### config.mk
export PLATFORM = sky130hd
export DESIGN_NAME = and_struct
export DESIGN_NICKNAME = d
export VERILOG_FILES = /design/src/rtl/and_struct.sv
export SDC_FILE = /design/constraint.sdc
export NUM_CORES = 1
export LEC_CHECK = 0
export CAP_MARGIN = 0
export CORE_MARGIN = 2
export CORE_UTILIZATION = 43
export CTS_CLUSTER_DIAMETER = 30
export CTS_CLUSTER_SIZE = 16
export DETAILED_ROUTE_END_ITERATION = 7
export GPL_TIMING_DRIVEN = 0
export PLACE_DENSITY = 0.75
export REMOVE_ABC_BUFFERS = 1
export SLEW_MARGIN = 30
export SYNTH_ARGS = -nofsm -noshare
export SYNTH_HDL_FRONTEND = slang
export SYNTH_SLANG_ARGS = --single-unit
### constraint.sdc
create_clock -name clk -period 1.9 [get_ports clk]
set_input_delay 0.285 -clock clk [delete_from_list [all_inputs] [get_ports clk]]
set_output_delay 0.285 -clock clk [all_outputs]
set_load 0.02 [all_outputs]
### src/rtl/and_struct.sv
// AND gate with registered copy, a sticky record of the input combinations
// seen so far, and a saturating count of the cycles in which the output was high.
module and_struct #(
  parameter int unsigned CNT_W = 8
) (
  input  logic             clk,
  input  logic             rst_n,
  input  logic             a,
  input  logic             b,
  output logic             f,
  output logic             f_q,
  output logic [3:0]       seen,
  output logic             all_seen,
  output logic [CNT_W-1:0] hi_cnt,
  output logic             hi_sat
);

  localparam logic [CNT_W-1:0] CntMax = '1;
  localparam logic [CNT_W-1:0] CntOne = CNT_W'(1);

  logic [3:0]       seen_q, seen_d;
  logic [CNT_W-1:0] hi_cnt_q, hi_cnt_d;
  logic             f_d;

  // Gate-level AND; stays live during reset because nothing gates it.
  and u_and (f, a, b);

  // Next-state: mark the current {a,b} combination and bump the saturating counter.
  always_comb begin
    seen_d         = seen_q;
    seen_d[{a, b}] = 1'b1;
    hi_cnt_d       = hi_cnt_q;
    if (f && (hi_cnt_q != CntMax)) begin
      hi_cnt_d = hi_cnt_q + CntOne;
    end
    f_d = f;
  end

  // State registers with synchronous active-low reset taking priority.
  always_ff @(posedge clk) begin
    if (!rst_n) begin
      f_q      <= 1'b0;
      seen_q   <= 4'b0000;
      hi_cnt_q <= '0;
    end else begin
      f_q      <= f_d;
      seen_q   <= seen_d;
      hi_cnt_q <= hi_cnt_d;
    end
  end

  // Output decodes of the registered state, no extra latency.
  always_comb begin
    seen     = seen_q;
    hi_cnt   = hi_cnt_q;
    all_seen = (seen_q == 4'b1111);
    hi_sat   = (hi_cnt_q == CntMax);
  end

endmodule

======== Word level (Yosys, flattened, before mapping) ========
Index checks and enable logic that the tools add are counted.
word-level totals
  register bits after elaboration ......... 13
  input port bits ......................... 4
  output and inout port bits .............. 16
  logic and storage cells ................. 15
cells by class
  $add $sub $neg .......................... 1
  magnitude comparators ................... 2
  equal/unequal tests ..................... 3
  multiplexer cells ....................... 2
  bitwise logic cells ..................... 2
  reductions and logical operators ........ 2
operators with widths
  cell                 number
  $add 8x1->8 const B  1
  $eq 8x8->1 const B   1
  $ne 8x8->1 const B   1
  $eq 4x4->1 const B   1
  $or 4x4->4           1
  $lt 2x3->1 const B   1
  $demux 1 s2          1
  $ge 2x1->1 const B   1
  $logic_and 1x1->1    2
  $and 1x1->1          1
  $mux 1               1

======== Logic depth before layout (Yosys ltp) ========
Gate-level depths: netlist of run 1.
  depth after elaboration ................. 5
  depth in mapped cells ................... 4
  depth with buffers taken out ............ 4

======== Worst setup path before layout of run 1 ========
OpenSTA, ideal clock, no wires.
  path kind ............................... reg-to-reg
  from .................................... register hi_cnt_q[0], in the netlist hi_cnt[0]
  to ...................................... register hi_cnt_q[7], in the netlist hi_cnt[7]
  setup time .............................. 0.122 ns
  data arrival time ....................... 1.333 ns
  data required time ...................... 1.778 ns
  path slack .............................. 0.446 ns
  stages on the path, launching flop included .. 4
  path buffers ............................ 0
  period minus slack after synthesis ...... 1.454 ns
  cells stage by stage .................... dfxtp_1 > ha_1 > or3_1 > o311a_1
on the way
  longest elaborated chain between the ends .. 2
  elaborated cells on any way between the ends .. 3
  those cells by class .................... add/sub (1); eq/ne (1); reduce/logical (1)
RTL lines
  what                                                                 RTL line  source
  from (decl)                                                          22        logic [CNT_W-1:0] hi_cnt_q, hi_cnt_d;
  from (signal assigned)                                               48        hi_cnt_q <= hi_cnt_d;
  parallel branches: the longest is 2 deep, another holds $add 8x1->8  -
Several ways; the timed one is not identified.
A chain may end at the register's enable or synchronous reset.

======== Worst setup path in the final report of run 1 ========
  from .................................... register hi_cnt_q[0], in the netlist hi_cnt[0]
  to ...................................... output port hi_sat
on the way
  longest elaborated chain between the ends .. 1
RTL lines
  what        RTL line  source
  $eq 8x8->1  57        hi_sat = (hi_cnt_q == CntMax);
  to (decl)   15        output logic hi_sat
No other way between the ends.

==> results of run 1 <==
kinds of logic (layout without fill, tap and decap cells):
| family | count (synthesis) | count (layout) | share of synthesized area [%] |
|---|---|---|---|
| AOI/OAI and AO/OA | 16 | 16 | 22.0 |
| and+or+nand+nor | 27 | 27 | 24.4 |
| adders and majority gates | 1 | 1 | 2.02 |
| muxes | 2 | 2 | 3.23 |
| DFF | 13 | 13 | 42.0 |
| buffers and inverters | 9 | 30 | 6.26 |
cells in the mapped netlist:
cell type	count
and3_1	3
o311a_1	1
o31ai_1	1
nor3b_1	1
inv_1	6
nand3_1	1
mux2i_1	2
nand2b_1	1
nand4_2	1
a41o_2	1
nor4_1	1
o211a_1	1
nand4_1	1
o21ai_0	2
a21oi_1	3
and3_4	1
nand2_1	8
buf_4	1
a2111oi_1	1
ha_1	1
a211oi_2	1
or3_1	1
and4_1	1
buf_2	1
a31oi_1	2
dfxtp_1	13
nor2_1	6
inv_2	1
and4b_1	1
o21bai_1	1
a311oi_1	1
a31oi_4	1
metal layers:
layer / GRT usage, % / routed length, µm
met1: 19.5 / 654
met2: 26.6 / 588
met3: 8.70 / 84
met4: 3.87 / 0
met5: 0 / 0
area by class of cell:
class | count | area, µm²
Tap cell | 15 | 18.8
Fill cell | 116 | 470
Inverter | 7 | 26.3
Sequential cell | 13 | 260
Clock buffer | 4 | 26.3
Multi-Input combinational cell | 46 | 328
Timing Repair Buffer | 19 | 188
worst max-delay path by stage:
| stage | start | end | slack [ns] | cells past startpoint |
|---|---|---|---|---|
| 6_report | hi_cnt[0]$_SDFFE_PN0P_ | hi_sat | 0.10 | 3 |
| 5_1_grt | hi_cnt[2]$_SDFFE_PN0P_ | hi_sat | 0.007 | 3 |
| 4_1_cts | hi_cnt[2]$_SDFFE_PN0P_ | hi_sat | 0.09 | 3 |
| 3_5_place_dp | a | f | -0.10 | 4 |
| 3_3_place_gp | a | f | -0.10 | 4 |
| 2_1_floorplan | hi_cnt[0]$_SDFFE_PN0P_ | hi_cnt[7]$_SDFFE_PN0P_ | 0.45 | 3 |
sequential cells by signal (all words and copies together) (netlist names):
signal,count
hi_cnt,8
f_q,1
seen,4
cells in the final DEF, fill, tap and decap left out, drive strengths merged:
cell type,instances
nand3,1
o21bai,1
nor2,6
a41o,1
nand4,2
dlygate4sd2,2
and4,1
mux2i,2
a31oi,3
or3,1
clkbuf,4
and4b,1
o31ai,1
nand2,8
a211oi,1
nor4,1
dfxtp,13
nand2b,1
and3,4
ha,1
inv,7
o211a,1
a311oi,1
a2111oi,1
clkdlybuf4s50,17
o21ai,2
o311a,1
a21oi,3
nor3b,1
per-stage QoR:
stage	instances	TNS (ns)	hold WS [ns]	utilization (%)	instance area, µm²
detailed placement	100	-0.100	0.488	61.9	816
global placement	100	-0.103	0.475	61.9	816
CTS	104	0	0.506	64.0	843
floorplan	66	0	0.416	-	607
global route	104	0	0.535	64.3	847
finish	104	0	0.499	64.3	847
timing repair:
| item | in CTS | in global routing |
|---|---|---|
| resized for setup | 4 | 1 |
| setup buffers | 0 | 0 |
| setup endpoints to repair | 2 | 1 |
report_power, final:
group | internal (W) | switching [W]
Sequential | 0.000281 | 0.00000767
Combinational | 0.0000308 | 0.0000360
Clock | 0.0000814 | 0.0000858
Total | 0.000394 | 0.000130
tightest hold or removal path: stages, from the launching register on:
cell and delay (ns):
dfxtp_1 0.34, nor2_1 0.05, nor2_1 0.07
==> metrics.cfg, run 1 <==
[sta]
worstMarginPinSlew_ns = 0.319
fmax_mhz = 556
slew_viol_final = 0
layout_setup_ws_ns = 0.101
rsz0062_at_grt = no
fin_skew_ns = 0.00306
setup_violations = 0
hold_viol = 0
min_period_ns = 1.80
period_share_pct = 94.7
slew_headroom_pct = 78.7

[run]
cap_violations = 0

[power]
irDropWorstVdd_uv = 442
leakage_nw = 0.329
power_w = 0.000523
p_per_area_mw_per_mm2 = 618

[synthesis]
synth_area_leaders = dfxtp_1, nand2_1, inv_1
ys_seq_elements = 13
syn_inst = 68
synth_warnings = 0
seq_area_frac_synth_pct = 42.0
synth.largest_area_cell = dfxtp_1
syn_avg_cell_area_um2 = 9.11
yosys.area.top_type_share_pct = 42.0
syn-cell-area_um2 = 619
yosysUniqueCellTypes = 32

[floorplanning]
fp.dieArea_mm2 = 0.00176
start_util_pct = 47.0
core.rowCount = 13
die_w_um = 42.0
die_h_um = 42.0
core-area_mm2 = 0.00132
num_io_pins = 20

[worst_setup_path]
end_kind = output port
cp-start-kind = flop
r2r_slack_ns = 0.52
critical_path_class = flop to output port
worstPathRequired_ns = 1.62
critPathMaxStageDelay_ns = 0.41
critPathSlowestCell = dfxtp_1
regToRegStartpoint = hi_cnt[0]$_SDFFE_PN0P_
cp_max_fo = 8
r2r_cells = 3
crit_buf_inv = 1
cp_cell_sequence = ha_2 -> and3_1 -> dlygate4sd2_1
critPathTopFamily = flip-flops
r2r_end = hi_cnt[7]$_SDFFE_PN0P_
cp.arrival_ns = 1.51

[worst_hold_path]
hold_class = flop to flop
holdPathEnd = seen[3]$_SDFF_PN0_
whs_path_depth = 2
min_from = seen[3]$_SDFF_PN0_

[detailed_routing]
drc_errors = 0
ant_nets = 0
drtIter0Drc = 6
postRouteWirelength_um = 1330
dr.pass1.iters = 4
via_per_inst = 5.38
vias = 559
wl_per_cell_um = 12.8

[clock_tree]
cts_max_path_buffers = 2
numCtsBuffers = 3
cts_tree = yes
cts_root_buf = clkbuf_4
holdBufCountCts = 0
clkLatencyLatePin_ns = 0.27
clock_sinks = 13
path_clk_slew_ns = 0.08
htreeDepth = 1

[grt]
grt_overflow = 0
grt_max_degree = 10
grt_pass1_wl_um = 2240
antenna_found_initial = 0
gr-usage-all-layers_pct = 16.6
grt_pass1_vias = 514

[outcome]
status = finished, final reports clean

[final_layout]
diodes = 0
finalNetCount = 95
drive_above_1_share_pct = 12.4
syn_to_final_growth_pct = 36.8

[placement]
place.port_buffers = 19
dp_slack_ns = -0.100
hpwl_um = 991
place_congestion = 0.746

Power figures use the tool's default switching activity.
==> inputs of run 2 (changes only) <==
CORE_UTILIZATION = 46   (was 43)
PLACE_DENSITY = 0.8   (was 0.75)
clock period = 2.1 ns   (was 1.9 ns; I/O delays follow)
==> run 2 against run 1 <==
Against the previous run: sequential power decreased by 8.7%; sequential share of layout area decreased by 0.13 points; design area increased by 2.4%; utilization increased by 3.2 points; critical endpoint unchanged; largest power group unchanged; highest routed layer is now met4.
==> metrics.cfg, run 2 (synthesis gave the netlist of run 1 again) <==
[floorplanning]
die_w_um = 40.7
num_io_pins = 20
fp.dieArea_mm2 = 0.00166
core-area_mm2 = 0.00128
die_h_um = 40.7
core.rowCount = 13
start_util_pct = 48.2

[detailed_routing]
dr.pass1.iters = 4
via_per_inst = 5.63
drc_errors = 0
vias = 585
drtIter0Drc = 19
ant_nets = 0
wl_per_cell_um = 14.2
postRouteWirelength_um = 1470

[power]
irDropWorstVdd_uv = 295
leakage_nw = 0.338
power_w = 0.000480
p_per_area_mw_per_mm2 = 553

[clock_tree]
postCtsSetupBuffers = 0
cts_max_path_buffers = 2
clkLatencyLatePin_ns = 0.28
clock_sinks = 13
path_clk_slew_ns = 0.08
numCtsBuffers = 3
cts-resized-gates = 3
cts_root_buf = clkbuf_4
cts_tree = yes
htreeDepth = 1
holdBufCountCts = 0

[placement]
place.port_buffers = 19
post_dp_cell_area_um2 = 816
hpwl_um = 1020
place_inst = 100
place_congestion = 0.660

[grt]
grt_pass1_wl_um = 2200
grt_overflow = 0
grt_max_degree = 10
gr-usage-all-layers_pct = 21.2
grt_pass1_vias = 490
antenna_found_initial = 0

[worst_setup_path]
end_kind = output port
regToRegStartpoint = hi_cnt[0]$_SDFFE_PN0P_
r2r_cells = 3
cp_cell_sequence = ha_4 -> and3_1 -> clkdlybuf4s50_1
critPathLaunch = hi_cnt[0]$_SDFFE_PN0P_
r2r_slack_ns = 0.75
worstPathRequired_ns = 1.78
r2r_end = hi_cnt[7]$_SDFFE_PN0P_
cp.arrival_ns = 1.71
critPathMaxStageDelay_ns = 0.59
cp-start-kind = flop
cp_max_fo = 8
critical_path_class = flop to output port
critPathSlowestCell = clkdlybuf4s50_1

[final_layout]
largest_register_ffs = 8
layout_commonest_cell = clkdlybuf4s50_1
drive_above_1_share_pct = 16.9
stdcell_count = 104
design_area_um2 = 867
syn_to_final_growth_pct = 40.0
fill_cells = 105
finalNetCount = 95
diodes = 0
mostFrequentLayoutCells = clkdlybuf4s50_1, dfxtp_1, nand2_1

[worst_hold_path]
min_from = hi_cnt[4]$_SDFFE_PN0P_
hold_class = flop to flop
whs_path_depth = 1
holdPathEnd = hi_cnt[4]$_SDFFE_PN0P_

[sta]
period_share_pct = 96.6
worstMarginPinSlew_ns = 0.336
hold_viol = 0
slew_headroom_pct = 77.5
totalNegativeSetupSlack_ns = 0
fin_skew_ns = 0.00430
setup_violations = 0
min_period_ns = 2.03
slew_viol_final = 0
fmax_mhz = 493
rsz0062_at_grt = no

[outcome]
status = finished, final reports clean

[run]
cap_violations = 0

==> run 2: power breakdown <==
part	internal [W]	switching, W	leakage, nW
clock network	0.0000737	0.0000808	0.0150
registers	0.000255	0.00000903	0.108
logic	0.0000288	0.0000329	0.215
total	0.000357	0.000123	0.338
==> run 2: through the flow <==
stage / hold WS [ns] / setup WS [ns] / utilization (%)
floorplan: 0.446 / 0.646 / -
global placement: 0.480 / 0.0404 / 63.5
detailed placement: 0.480 / 0.0391 / 63.5
CTS: 0.522 / 0.00371 / 66.1
global route: 0.517 / 0.00901 / 67.5
finish: 0.487 / 0.0724 / 67.5
==> run 2: per-layer routing <==
layer  wire length (µm)  global-route usage, %
met1                643                   24.2
met2                759                   34.5
met3                 52                   6.52
met4                 18                   12.5
met5                  0                      0
==> run 2: area by class of cell <==
| cell class | instances | area [µm²] | area share [%] |
|---|---|---|---|
| Inverter | 7 | 26.3 | 3.03 |
| Sequential cell | 13 | 265 | 30.6 |
| Timing Repair Buffer | 19 | 193 | 22.2 |
| Clock buffer | 4 | 26.3 | 3.03 |
| Tap cell | 15 | 18.8 | 2.16 |
| Multi-Input combinational cell | 46 | 338 | 39.0 |
==> run 2: critical path: cells and delay by family, from the launching register on <==
kind	cells	cell delay, ns
buffers and inverters	1	0.59
flip-flops	1	0.45
adder cells (fa/ha/maj)	1	0.23
AND/OR/NAND/NOR	1	0.16
==> run 2: worst max path at each step <==
stage / endpoint / slack [ns]
finish: hi_sat / 0.07
global route: hi_sat / 0.009
CTS: hi_sat / 0.004
detailed placement: f / 0.04
global placement: f / 0.04
floorplan: hi_cnt[7]$_SDFFE_PN0P_ / 0.65
